`config.mk`:
```
export PLATFORM = sky130hd
export DESIGN_NAME = goose_game_ctrl
export DESIGN_NICKNAME = d
export VERILOG_FILES = /design/src/rtl/goose_pkg.sv /design/src/rtl/bcd4_inc.sv /design/src/rtl/goose_game_ctrl.sv
export SDC_FILE = /design/constraint.sdc
export NUM_CORES = 1
export LEC_CHECK = 0
export CORE_ASPECT_RATIO = 0.75
export CORE_MARGIN = 2
export CORE_UTILIZATION = 50
export DETAILED_ROUTE_END_ITERATION = 7
export PLACE_DENSITY = 0.81
export SYNTH_ARGS = -nofsm -noshare
export SYNTH_HDL_FRONTEND = slang
export SYNTH_SLANG_ARGS = --single-unit
```
`constraint.sdc`:
```
create_clock -name clk -period 2.32 [get_ports clk]
set_input_delay 0.464 -clock clk [delete_from_list [all_inputs] [get_ports clk]]
set_output_delay 0.464 -clock clk [all_outputs]
set_load 0.1 [all_outputs]
```
`src/rtl/goose_pkg.sv`:
```
// rtl/goose_pkg.sv - shared state encoding, colours and screen limits for the goose game
// Purpose: common definitions imported by goose_game_ctrl and bcd4_inc.
// Ports: none (package).
package goose_pkg;

  typedef enum logic [1:0] {
    ST_IDLE = 2'd0,
    ST_RUN  = 2'd1,
    ST_OVER = 2'd2
  } state_t;

  localparam logic [9:0] SCREEN_W = 10'd640;
  localparam logic [9:0] SCREEN_H = 10'd480;
  localparam logic [9:0] LAST_X   = SCREEN_W - 10'd1;
  localparam logic [9:0] LAST_Y   = SCREEN_H - 10'd1;

  localparam logic [11:0] GOOSE_RGB_DEF = 12'hF99;
  localparam logic [11:0] OBST_RGB_DEF  = 12'h0A0;
  localparam logic [11:0] BG_RGB_DEF    = 12'hFFF;
  localparam logic [11:0] OVER_RGB_DEF  = 12'hF00;

  localparam logic [15:0] SCORE_MAX = 16'h9999;

endpackage

```
`src/rtl/bcd4_inc.sv`:
```
// rtl/bcd4_inc.sv - four-digit BCD increment with saturation at 9999
// Purpose: combinational +1 on a packed 4-digit BCD value.
// Ports: cur  in  16  current BCD value, cur[15:12] most significant
//        inc  out 16  cur + 1 in BCD, or cur unchanged when cur is 9999
module bcd4_inc
  import goose_pkg::*;
(
  input  logic [15:0] cur,
  output logic [15:0] inc
);

  logic       carry;
  logic [3:0] digit;

  always_comb begin
    inc   = cur;
    carry = 1'b1;
    digit = 4'd0;
    if (cur != SCORE_MAX) begin
      for (int i = 0; i < 4; i++) begin
        digit = cur[4*i +: 4];
        if (carry) begin
          if (digit == 4'd9) begin
            inc[4*i +: 4] = 4'd0;
          end else begin
            inc[4*i +: 4] = digit + 4'd1;
            carry         = 1'b0;
          end
        end
      end
    end
  end

endmodule

```
`src/rtl/goose_game_ctrl.sv`:
```
// rtl/goose_game_ctrl.sv - goose game state, lives, score and pixel colour controller
// Purpose: IDLE/RUN/OVER game FSM driven by frame ticks, collision latch,
//          BCD score with frame divider, post-hit grace period and pixel colouring.
// Ports: clk       in   1   system clock
//        reset     in   1   synchronous active-high reset
//        x, y      in  10   current pixel column / row
//        goose     in   1   goose pixel flag for (x,y)
//        obstacle  in   1   obstacle pixel flag for (x,y)
//        btnC      in   1   debounced start/restart button level
//        run       out  1   game running
//        game_over out  1   game over
//        lives     out  3   remaining lives
//        score     out 16   BCD score
//        rgb       out 12   registered pixel colour
module goose_game_ctrl
  import goose_pkg::*;
#(
  parameter int          FRAME_DIV    = 6,
  parameter int          LIVES        = 3,
  parameter int          GRACE_FRAMES = 60,
  parameter logic [11:0] GOOSE_RGB    = GOOSE_RGB_DEF,
  parameter logic [11:0] OBST_RGB     = OBST_RGB_DEF,
  parameter logic [11:0] BG_RGB       = BG_RGB_DEF,
  parameter logic [11:0] OVER_RGB     = OVER_RGB_DEF
) (
  input  logic        clk,
  input  logic        reset,
  input  logic [9:0]  x,
  input  logic [9:0]  y,
  input  logic        goose,
  input  logic        obstacle,
  input  logic        btnC,
  output logic        run,
  output logic        game_over,
  output logic [2:0]  lives,
  output logic [15:0] score,
  output logic [11:0] rgb
);

  localparam int DW = (FRAME_DIV > 2) ? $clog2(FRAME_DIV) : 1;
  localparam int GW = (GRACE_FRAMES > 1) ? $clog2(GRACE_FRAMES + 1) : 1;
  localparam logic [DW-1:0] DIV_LAST   = DW'(FRAME_DIV - 1);
  localparam logic [GW-1:0] GRACE_LOAD = GW'(GRACE_FRAMES);
  localparam logic [2:0]    LIVES_INIT = 3'(LIVES);

  state_t         state_q, state_d;
  logic [2:0]     lives_q, lives_d;
  logic [15:0]    score_q, score_d, score_inc;
  logic [GW-1:0]  grace_q, grace_d;
  logic [DW-1:0]  div_q, div_d;
  logic           hit_q, at_end_q, btn_low_q, frame_odd_q;
  logic [11:0]    rgb_q, rgb_d;

  logic at_end, frame_tick, overlap, hit_take, btn_rise, fatal, on_screen;

  assign at_end     = (x == LAST_X) && (y == LAST_Y);
  assign frame_tick = at_end && !at_end_q;
  assign overlap    = goose && obstacle;
  // Overlap on the tick cycle itself still belongs to the frame being closed.
  assign hit_take   = hit_q || overlap;
  // The register holds "button was low last cycle"; clearing it in reset means a
  // button held through reset cannot look like a fresh press.
  assign btn_rise   = btnC && btn_low_q;
  assign fatal      = hit_take && (grace_q == '0) && (lives_q == 3'd1);
  assign on_screen  = (x < SCREEN_W) && (y < SCREEN_H);

  bcd4_inc u_bcd4_inc (
    .cur (score_q),
    .inc (score_inc)
  );

  always_comb begin
    state_d = state_q;
    lives_d = lives_q;
    score_d = score_q;
    grace_d = grace_q;
    div_d   = div_q;
    case (state_q)
      ST_IDLE: begin
        if (btn_rise) begin
          state_d = ST_RUN;
          lives_d = LIVES_INIT;
          score_d = '0;
          grace_d = '0;
        end
      end
      ST_RUN: begin
        if (frame_tick) begin
          if (hit_take && (grace_q == '0)) begin
            lives_d = lives_q - 3'd1;
            if (lives_q == 3'd1) state_d = ST_OVER;
            else                 grace_d = GRACE_LOAD;
          end else if (grace_q != '0) begin
            grace_d = grace_q - GW'(1);
          end
          if (div_q == DIV_LAST) begin
            div_d = '0;
            if (!fatal) score_d = score_inc;
          end else begin
            div_d = div_q + DW'(1);
          end
        end
      end
      ST_OVER: begin
        if (btn_rise) begin
          state_d = ST_IDLE;
          score_d = '0;
        end
      end
      default: state_d = ST_IDLE;
    endcase
  end

  always_comb begin
    rgb_d = BG_RGB;
    if (!on_screen)                          rgb_d = 12'h000;
    else if (goose)                          rgb_d = ((grace_q != '0) && frame_odd_q) ? BG_RGB : GOOSE_RGB;
    else if (obstacle)                       rgb_d = OBST_RGB;
    else if (state_q == ST_OVER)             rgb_d = OVER_RGB;
  end

  always_ff @(posedge clk) begin
    if (reset) begin
      state_q     <= ST_IDLE;
      lives_q     <= LIVES_INIT;
      score_q     <= '0;
      grace_q     <= '0;
      div_q       <= '0;
      hit_q       <= 1'b0;
      at_end_q    <= 1'b0;
      btn_low_q   <= 1'b0;
      frame_odd_q <= 1'b0;
      rgb_q       <= '0;
    end else begin
      state_q     <= state_d;
      lives_q     <= lives_d;
      score_q     <= score_d;
      grace_q     <= grace_d;
      div_q       <= div_d;
      hit_q       <= frame_tick ? 1'b0 : hit_take;
      at_end_q    <= at_end;
      btn_low_q   <= !btnC;
      frame_odd_q <= frame_odd_q ^ frame_tick;
      rgb_q       <= rgb_d;
    end
  end

  assign run       = (state_q == ST_RUN);
  assign game_over = (state_q == ST_OVER);
  assign lives     = lives_q;
  assign score     = score_q;
  assign rgb       = rgb_q;

endmodule

```
# After elaboration in Yosys (flattened, before gate mapping)
# Cells that the tools add are included.
[word_totals]
inputBits = 25
wordCells = 118
reg_bits = 46
[op_classes]
eq_ne = 25
add_sub_neg = 7
order_cmp = 2
n_mux = 42
bitwise_logic = 2
reduce_logical = 27
[op_table]
columns = ["op", "n"]
rows = [
  ["16-bit 2-to-1 mux", 5],
  ["16-bit case mux with 2 select lines", 1],
  ["6-bit 2-to-1 mux", 5],
  ["4-bit 2-to-1 mux", 7],
  ["12-bit 2-to-1 mux", 2],
  ["7-bit AND reduction", 3],
  ["2-bit by 1-bit inequality test with 1-bit output, second input constant", 10],
  ["4-bit by 1-bit adder with 4-bit output, second input constant", 4],
  ["4-bit equality test, second input constant", 4],
  ["16-bit inequality test, second input constant", 1],
  ["3-bit 2-to-1 mux", 4],
  ["6-bit case mux with 2 select lines", 1],
  ["10-bit equality test, second input constant", 1],
  ["10-bit by 9-bit equality test with 1-bit output, second input constant", 1],
  ["10-bit less-than comparator, second input constant", 1],
  ["10-bit by 9-bit less-than comparator with 1-bit output, second input constant", 1],
  ["2-bit 2-to-1 mux", 5],
  ["5-bit AND reduction", 2],
  ["1-bit logical AND", 8],
  ["1-bit 2-to-1 mux", 8],
  ["8-bit 2-to-1 mux", 1],
  ["7-bit 2-to-1 mux", 1],
  ["6-bit zero test", 1],
  ["2-bit case mux with 3 select lines", 1],
  ["22 further kinds", 27],
]

# Logic depth before layout (Yosys ltp)
# Gate-level depths: netlist of run 1.
[logic_depth]
depth_word = 13
depth_mapped = 8
depth_no_buf = 7

# Hierarchy
# From an unflattened synthesis of run 1, not the netlist that was laid out.
[unflattened]
hier_cells = 285
area_unflattened_um2 = 2383.5
[modules_own_cells]
columns = ["module", "area_each_um2", "cells_per_inst", "instances"]
rows = [
  ["goose_game_ctrl", 1981.9, 226, 1],
  ["bcd4_inc", 401.6, 59, 1],
]

# Least setup slack after synthesis of run 1
# Ideal clock, no wire load.
[synth_path]
kind = "register -> register"
startpoint = "reg score_q[0] (netlist: score[0])"
endpoint = "reg score_q[3] (netlist: score[3])"
setup_slack_ps = -374
path_buffers = 0
arrival_ps = 2576
setup_time_ps = 118
path_stages_with_launch = 7
t_required_ps = 2202
period_less_slack_ps = 2694
path_cell_list = "dfxtp_1 ha_1 nand3b_4 or4_1 a31oi_2 nor2_1 a32o_1"
[synth_via]
elab_chain_len = 7
elab_cells_between_ends = 11
classes_between = "add/sub (1); eq/ne (3); mux (6); reduce/logical (1)"
[synth_rtl]
columns = ["item", "line", "rtl"]
rows = [
  ["start: declaration", "goose_game_ctrl.sv:48", "logic [15:0] score_q, score_d, score_inc;"],
  ["start signal: assignment", "goose_game_ctrl.sv:137", "score_q <= score_d;"],
  ["4-bit by 1-bit adder with 4-bit output / 4-bit equality test (equally long branches)", "bcd4_inc.sv:26, bcd4_inc.sv:23", ""],
  ["4-bit 2-to-1 mux", "bcd4_inc.sv:23", "if (digit == 4'd9) begin"],
  ["16-bit 2-to-1 mux", "bcd4_inc.sv:19", "if (cur != SCORE_MAX) begin"],
  ["16-bit 2-to-1 mux", "goose_game_ctrl.sv:98", "if (!fatal) score_d = score_inc;"],
  ["16-bit 2-to-1 mux", "goose_game_ctrl.sv:96", "if (div_q == DIV_LAST) begin"],
  ["16-bit 2-to-1 mux", "goose_game_ctrl.sv:88", "if (frame_tick) begin"],
  ["16-bit case mux with 2 select lines", "goose_game_ctrl.sv:78", "case (state_q)"],
]
# Several ways; a longest one is shown, not always the timed one. The select of a mux whose other input is x is not followed.
# A chain may end at the register's enable or synchronous reset.

# Worst setup path after layout of run 1
[layout_path]
startpoint = "in y[0]"
endpoint = "reg score_q[10] (netlist: score[10])"
[layout_via]
elab_chain_len = 5
[layout_rtl]
columns = ["item", "line", "rtl"]
rows = [
  ["start: declaration", "goose_game_ctrl.sv:29", "input logic [9:0] y,"],
  ["10-bit by 9-bit equality test with 1-bit output", "goose_game_ctrl.sv:56", "assign at_end = (x == LAST_X) && (y == LAST_Y);"],
  ["1-bit logical AND", "goose_game_ctrl.sv:56", ""],
  ["1-bit logical AND", "goose_game_ctrl.sv:57", "assign frame_tick = at_end && !at_end_q;"],
  ["2-bit by 1-bit inequality test with 1-bit output (no line)", "n/a", ""],
  ["7-bit AND reduction (no line)", "n/a", ""],
]
# Every way passes these cells.

==> flow_summary.yaml, run 1 <==
outcome:
  status: "finished, final reports clean"
flow_run:
  drv_cap: 0
timing:
  worst_pin_slew_ns: 0.4511
  finalCriticalPeriod_ns: 2.208
  relSlewSlack_pct: 69.79
  hold_viol_final: 0
  fin_ws_ns: 0.1123
  drv_slew: 0
  fin_crit_sh_pct: 95.16
  setup_viol: 0
  fmax_mhz: 453.0
  fin_worst_skew_ns: 0.009693
clocking:
  cts_max_level: 2
  cts_root_buf: "clkbuf_8"
  clk_latency_ns: 0.30
  ctsLongestPathBuffers: 2
  clk_pin_slew_worst_paths_ns: 0.08
  cts_buffers: 5
  clock-sinks: 39
  cts_tree: "done"
routing:
  drt_iter0_drc: 146
  vias: 2479
  wire_per_inst_um: 15.77
  routed_wl_mm: 6.578
  ant_nets: 0
  vias_per_cell: 5.945
  dr.pass1.iters: 5
  drc: 0
cells_and_area:
  final_cells: 417
  regArea_um2: 799.5
  drive_gt1_share_pct: 31.11
  num-nets-final: 395
  nFillCells: 363
  area_delta_synth_final_pct: 38.00
  multi_input_area_um2: 1443
  insertedDiodeCount: 0
yosys:
  ys_ff_latch: 39
  synthArstFlopShare_pct: 0
  synth_area_leaders: "dfxtp_1, ha_1, a21oi_1"
  yosysTopAreaCellShare_pct: 32.98
  synthesis.nets: 311
  synthFlopType: "dfxtp_1"
  synth_cell_types: 66
  postSynthCellCount: 276
  synth.largest_area_cell: "dfxtp_1"
  seq_area_frac_synth_pct: 32.98
  yosys_warnings: 0
  synth_edf_count: 0
  syn_area_per_cell_um2: 8.577
  syn_area_um2: 2367
worst_setup_path:
  r2r_cells: 7
  path_class: "input pin to flop"
  worstPathCellList: "clkdlybuf4s50_1 > nand4_1 > nor4_4 > buf_4 > a21oi_4 > or4_1 > a21oi_1"
  cpMaxStageDelayCell: "or4_1"
  critical_path.max_stage_delay_ns: 0.54
  cp_max_fo: 14
  arrival_ns: 2.44
  r2r-start: "grace_q[0]"
  path_depth: 7
  reg2reg_slack_ns: 0.18
  cp-start-kind: "input pin"
  crit_path_end: "score[10]"
  crit_start: "y[0]"
  cpLargestDelayFamily: "simple AND/OR/NAND/NOR gates"
  required_ns: 2.55
  worst-path-buf-inv: 2
  worstReg2RegEnd: "score[7]"
  end_kind: "flop"
floorplan:
  fp.dieW_um: 83.45
  start_util_pct: 52.38
  core.rowCount: 21
  die_h_um: 63.59
  dieArea_um2: 5307
  ios: 58
  core-area_um2: 4519
grt:
  grt_pass1_vias: 2300
  overflow: 0
  grt_pass1_wl_mm: 11.07
  antenna_found_initial: 0
  grt_max_degree: 22
  grt_usage_pct: 25.74
placed_design:
  placed_cells: 409
  gp_congestion: 0.8733
  port-buffer-count: 57
  dp_hpwl_mm: 5.055
  dp_slack_ns: -0.2003
hold_path:
  hold_class: "flop to flop"
  hold_depth: 2
power_and_ir_drop:
  power_density_nw_per_um2: 465.7
  p_leak_nw: 1.358
  peakVddDrop_uv: 279.5
## per-layer routing
metal	global-route usage (%)	routed length, µm
met1	37.57	3200
met2	38.71	2891
met3	4.718	405
met4	7.661	81
met5	0	0
## metrics by stage
step	setup TNS (ns)	area, µm²	hold WS, ns	power [mW]	utilization [%]
final	0	3267	0.4858	1.522	72.29
after global routing	-0.04899	3267	0.5114	1.586	72.29
after CTS	0	3252	0.4867	1.527	71.95
after detailed placement	-3.001	3146	0.4725	0.9644	69.60
after global placement	-1.997	3146	0.4655	0.9600	69.60
after floorplan	0	2389	0.4490	0.8505	-
## registers in the layout, indices dropped and copies added, names as in the netlist
| name | count |
|---|---|
| lives | 3 |
| rgb | 5 |
| grace_q | 6 |
| score | 16 |
| frame_odd_q | 1 |
| btn_low_q | 1 |
| div_q | 3 |
| at_end_q | 1 |
| hit_q | 1 |
| state_q | 2 |
## tightest hold or removal path, cell delays in order, from the launching register on
cell	delay, ns
dfxtp_1	0.33
nand2_1	0.06
a21oi_1	0.05
## cell usage after synthesis (all sizes together), types with 2 or more instances
| cell | number |
|---|---|
| dfxtp | 39 |
| o31a | 2 |
| ha | 10 |
| o21a | 2 |
| a21oi | 20 |
| nor4 | 3 |
| a211oi | 2 |
| buf | 11 |
| a221o | 2 |
| nor3 | 10 |
| nand4b | 3 |
| o21ai | 12 |
| nand3b | 4 |
| clkbuf | 5 |
| o41ai | 4 |
| o311ai | 3 |
| nor2b | 4 |
| nor4b | 3 |
| a32o | 2 |
| o211ai | 2 |
| nand2 | 17 |
| nand2b | 5 |
| and3b | 3 |
| nor2 | 23 |
| o31ai | 5 |
| or4 | 9 |
| or4b | 3 |
| a31oi | 6 |
| nand4bb | 2 |
| or3 | 3 |
| a21o | 4 |
| nand3 | 12 |
| nand4 | 7 |
| inv | 17 |
| a31o | 3 |
| and3 | 2 |
## cells by family after synthesis
family | Yosys count | share of synthesized area (%)
and+or+nand+nor | 115 | 31.08
DFF | 39 | 32.98
buffers and inverters | 33 | 6.501
AOI/OAI and AO/OA | 77 | 23.42
xor gates and xnor gates | 2 | 0.7401
adders and majority gates | 10 | 5.285
## cell type report
cell class              instances  share of cell area, %
flip-flops and latches         39                  24.47
inverters                      17                  1.953
multi-input cells             204                  44.16
well taps                      57                  2.183
clock inverters                 2                  1.149
repair buffers                 93                  23.98
clock buffers                   5                  2.106
## repair_timing
item	in CTS	in global routing
hold buffers	0	0
setup buffers	0	1
gates resized for setup	0	1
setup endpoints to repair	0	5
## power breakdown
group | switching (mW) | internal [mW]
combinational | 0.165 | 0.105
sequential | 0.00665 | 0.676
clock | 0.255 | 0.314
total | 0.427 | 1.09
## placed cells by master, fill, tap and decap left out, drive strengths merged, types with 10 or more instances in the layout
master / instances
inv: 17
nand3: 12
dfxtp: 39
ha: 10
buf: 69
nor3: 10
nand2: 17
o21ai: 12
a21oi: 20
nor2: 23
clkdlybuf4s50: 24
## how the worst min path moves through the flow
stage                    end  slack [ns]      from
finish              div_q[2]        0.49  div_q[2]
detailed placement  div_q[1]        0.47  div_q[1]
floorplan           div_q[1]        0.45  div_q[1]
global placement    div_q[1]        0.47  div_q[1]
global route        div_q[2]        0.51  div_q[2]
CTS                 div_q[1]        0.49  div_q[1]
No activity file was read; power rests on OpenSTA's default activity.
==> run 2, diff against run 1 <==
CORE_UTILIZATION = 40   (was 50)
PLACE_DENSITY = 0.67   (was 0.81)
SYNTH_HIERARCHICAL = 1   (was default)
==> run 2 against run 1 <==
Compared with the run above:
- flip-flop and latch count did not move
- area after synthesis is 0.69% higher
- worst hold slack better by 0.016 ns
- worst setup slack better by 0.028 ns
- power is 8.2% lower
- maximum frequency up 1.3%
- highest routed layer unchanged
- first-iteration DRC count shrank 31%
- combinational power decreased by 15%
- largest power group unchanged
- cell area fell by 5.3%
==> flow_summary.yaml, run 2 <==
cells_and_area:
  mostFrequentLayoutCell: "nand2_1"
  drive_gt1_share_pct: 24.43
  insertedDiodeCount: 0
  largest_register_ff_count: 16
  nFillCells: 567
  num-nets-final: 375
  multi_input_area_um2: 1439
  area_delta_synth_final_pct: 29.76
  final_cells: 426
  regArea_um2: 785.8
  final_cell_mix: "nand2_1, buf_4, dfxtp_1"
routing:
  ant_nets: 0
  wl_met2_mm: 2.296
  routed_wl_mm: 5.526
  dr.pass1.iters: 4
  drt_iter0_drc: 101
  wl_met3_um: 251
  wl_met1_mm: 2.953
  vias: 2157
  highest_layer: "met4"
  vias_per_cell: 5.063
  drc: 0
  wire_per_inst_um: 12.97
power_and_ir_drop:
  finalPower_mw: 1.397
  peakVddDrop_uv: 262.1
  p_leak_nw: 1.340
  power_density_nw_per_um2: 451.7
yosys:
  seq_area_frac_synth_pct: 32.76
  synth_cell_types: 59
  synth_area_leaders: "dfxtp_1, mux2i_1, nand2_1"
  ys_ff_latch: 39
  synth.top_cells.by_count: "nand2_1, dfxtp_1, nor2_1, mux2i_1, inv_1"
  synthArstFlopShare_pct: 0
  yosys_warnings: 6
  synth.largest_area_cell: "dfxtp_1"
  syn_area_um2: 2384
  synth.most_common_cell: "nand2_1"
  synthFlopType: "dfxtp_1"
  postSynthCellCount: 285
  synth_edf_count: 0
  yosysTopAreaCellShare_pct: 32.76
  syn_area_per_cell_um2: 8.363
  synthesis.nets: 313
worst_setup_path:
  cpMaxStageDelayCell: "or4b_4"
  path_class: "flop to flop"
  r2r_cells: 8
  cp_max_fo: 16
  crit_path_end: "score[13]"
  arrival_ns: 2.40
  reg2reg_slack_ns: 0.14
  critical_path.max_stage_delay_ns: 0.52
  required_ns: 2.54
  worstReg2RegEnd: "score[13]"
  cp-start-kind: "flop"
  r2r-start: "grace_q[0]"
  end_kind: "flop"
  worstPathCellList: "inv_1 > ha_1 > or4b_4 > buf_4 > nor4_4 > or3_4 > buf_12 > mux2i_1"
  crit_start: "grace_q[0]"
grt:
  grt_max_degree: 17
  overflow: 0
  grt_pass1_vias: 1932
  grt_pass1_wl_mm: 9.239
  grt_usage_pct: 17.39
  antenna_found_initial: 0
floorplan:
  start_util_pct: 41.13
  core.rowCount: 24
  fp.dieW_um: 93.14
  dieArea_um2: 6599
  ios: 58
  core-area_um2: 5796
  die_h_um: 70.85
timing:
  rsz0062_at_grt: "no"
  fin_crit_sh_pct: 93.93
  worst_pin_slew_ns: 0.4882
  relSlewSlack_pct: 67.35
  fmax_mhz: 458.9
  setup_viol: 0
  fin_worst_skew_ns: 0.01273
  final.setup.tns_ns: 0
  drv_slew: 0
  hold_viol_final: 0
  finalCriticalPeriod_ns: 2.179
clocking:
  post_cts_buffers: 0
  clock-sinks: 39
  cts_tree: "done"
  cts_buffers: 5
  clk_pin_slew_worst_paths_ns: 0.09
  cts_max_level: 2
  clk_latency_ns: 0.30
  ctsLongestPathBuffers: 2
  cts_root_buf: "clkbuf_8"
placed_design:
  dp_hpwl_mm: 4.135
  gp_congestion: 0.8333
  port-buffer-count: 57
  placed_cells: 418
flow_run:
  drv_cap: 0
hold_path:
  hp-start: "score[3]"
  hold_class: "flop to flop"
outcome:
  status: "finished, final reports clean"
[run 2: through the flow]
stage	area, µm²	utilization (%)	setup slack (ns)	hold slack (ns)
after floorplan	2391	-	0.01326	0.4556
after global placement	2994	51.66	-0.1221	0.4817
after detailed placement	2994	51.66	-0.1605	0.4865
after CTS	3083	53.20	0.03729	0.4989
after global routing	3093	53.37	0.002412	0.5208
final	3093	53.37	0.1407	0.5014
[run 2: power by group]
part	switching (mW)	internal (mW)	total [mW]	leakage, nW
sequential	0.0124	0.678	0.691	0.317
combinational	0.139	0.0913	0.230	0.983
clock	0.266	0.210	0.476	0.0402
total	0.418	0.979	1.40	1.34
[run 2: worst min path at each step]
stage                 endpoint  slack (ns)  cells past startpoint
detailed placement    score[3]        0.49                      2
global placement      score[3]        0.48                      2
global route        grace_q[1]        0.52                      2
finish                score[3]        0.50                      2
CTS                 grace_q[1]        0.50                      2
floorplan           grace_q[2]        0.46                      1
[run 2: cell families after synthesis]
family | after synthesis | synth area share, %
and+or+nand+nor | 135 | 32.34
AOI/OAI and AO/OA | 45 | 12.60
DFF | 39 | 32.76
buffers and inverters | 31 | 7.402
muxes | 24 | 10.39
xor gates and xnor gates | 8 | 2.940
adders and majority gates | 3 | 1.575
[run 2: what timing repair did]
action | CTS | global route
hold buffers | 0 | 0
resized for setup | 0 | 3
endpoints found under the setup margin | 0 | 18
[run 2: cell type report]
class / count / area share, %
Clock buffer: 5 / 2.225
Clock inverter: 3 / 0.6472
Inverter: 13 / 1.578
Multi-Input combinational cell: 215 / 46.52
Sequential cell: 39 / 25.40
Tap cell: 78 / 3.155
Timing Repair Buffer: 73 / 20.47
[run 2: metal layers]
| metal | track usage, % | vias up |
|---|---|---|
| met1 | 26.14 | 985 |
| met4 | 4.085 | 0 |
| met2 | 25.36 | 52 |
| met3 | 3.834 | 2 |
| li1 | - | 1118 |
| met5 | 0 | - |
[run 2: worst max-delay path: cells and delay by family, from the launching register on]
family | cells | cell delay, ns
simple gates | 3 | 0.96
flops | 1 | 0.33
buf+inv | 3 | 0.42
mux | 1 | 0.21
fa+ha+maj | 1 | 0.19
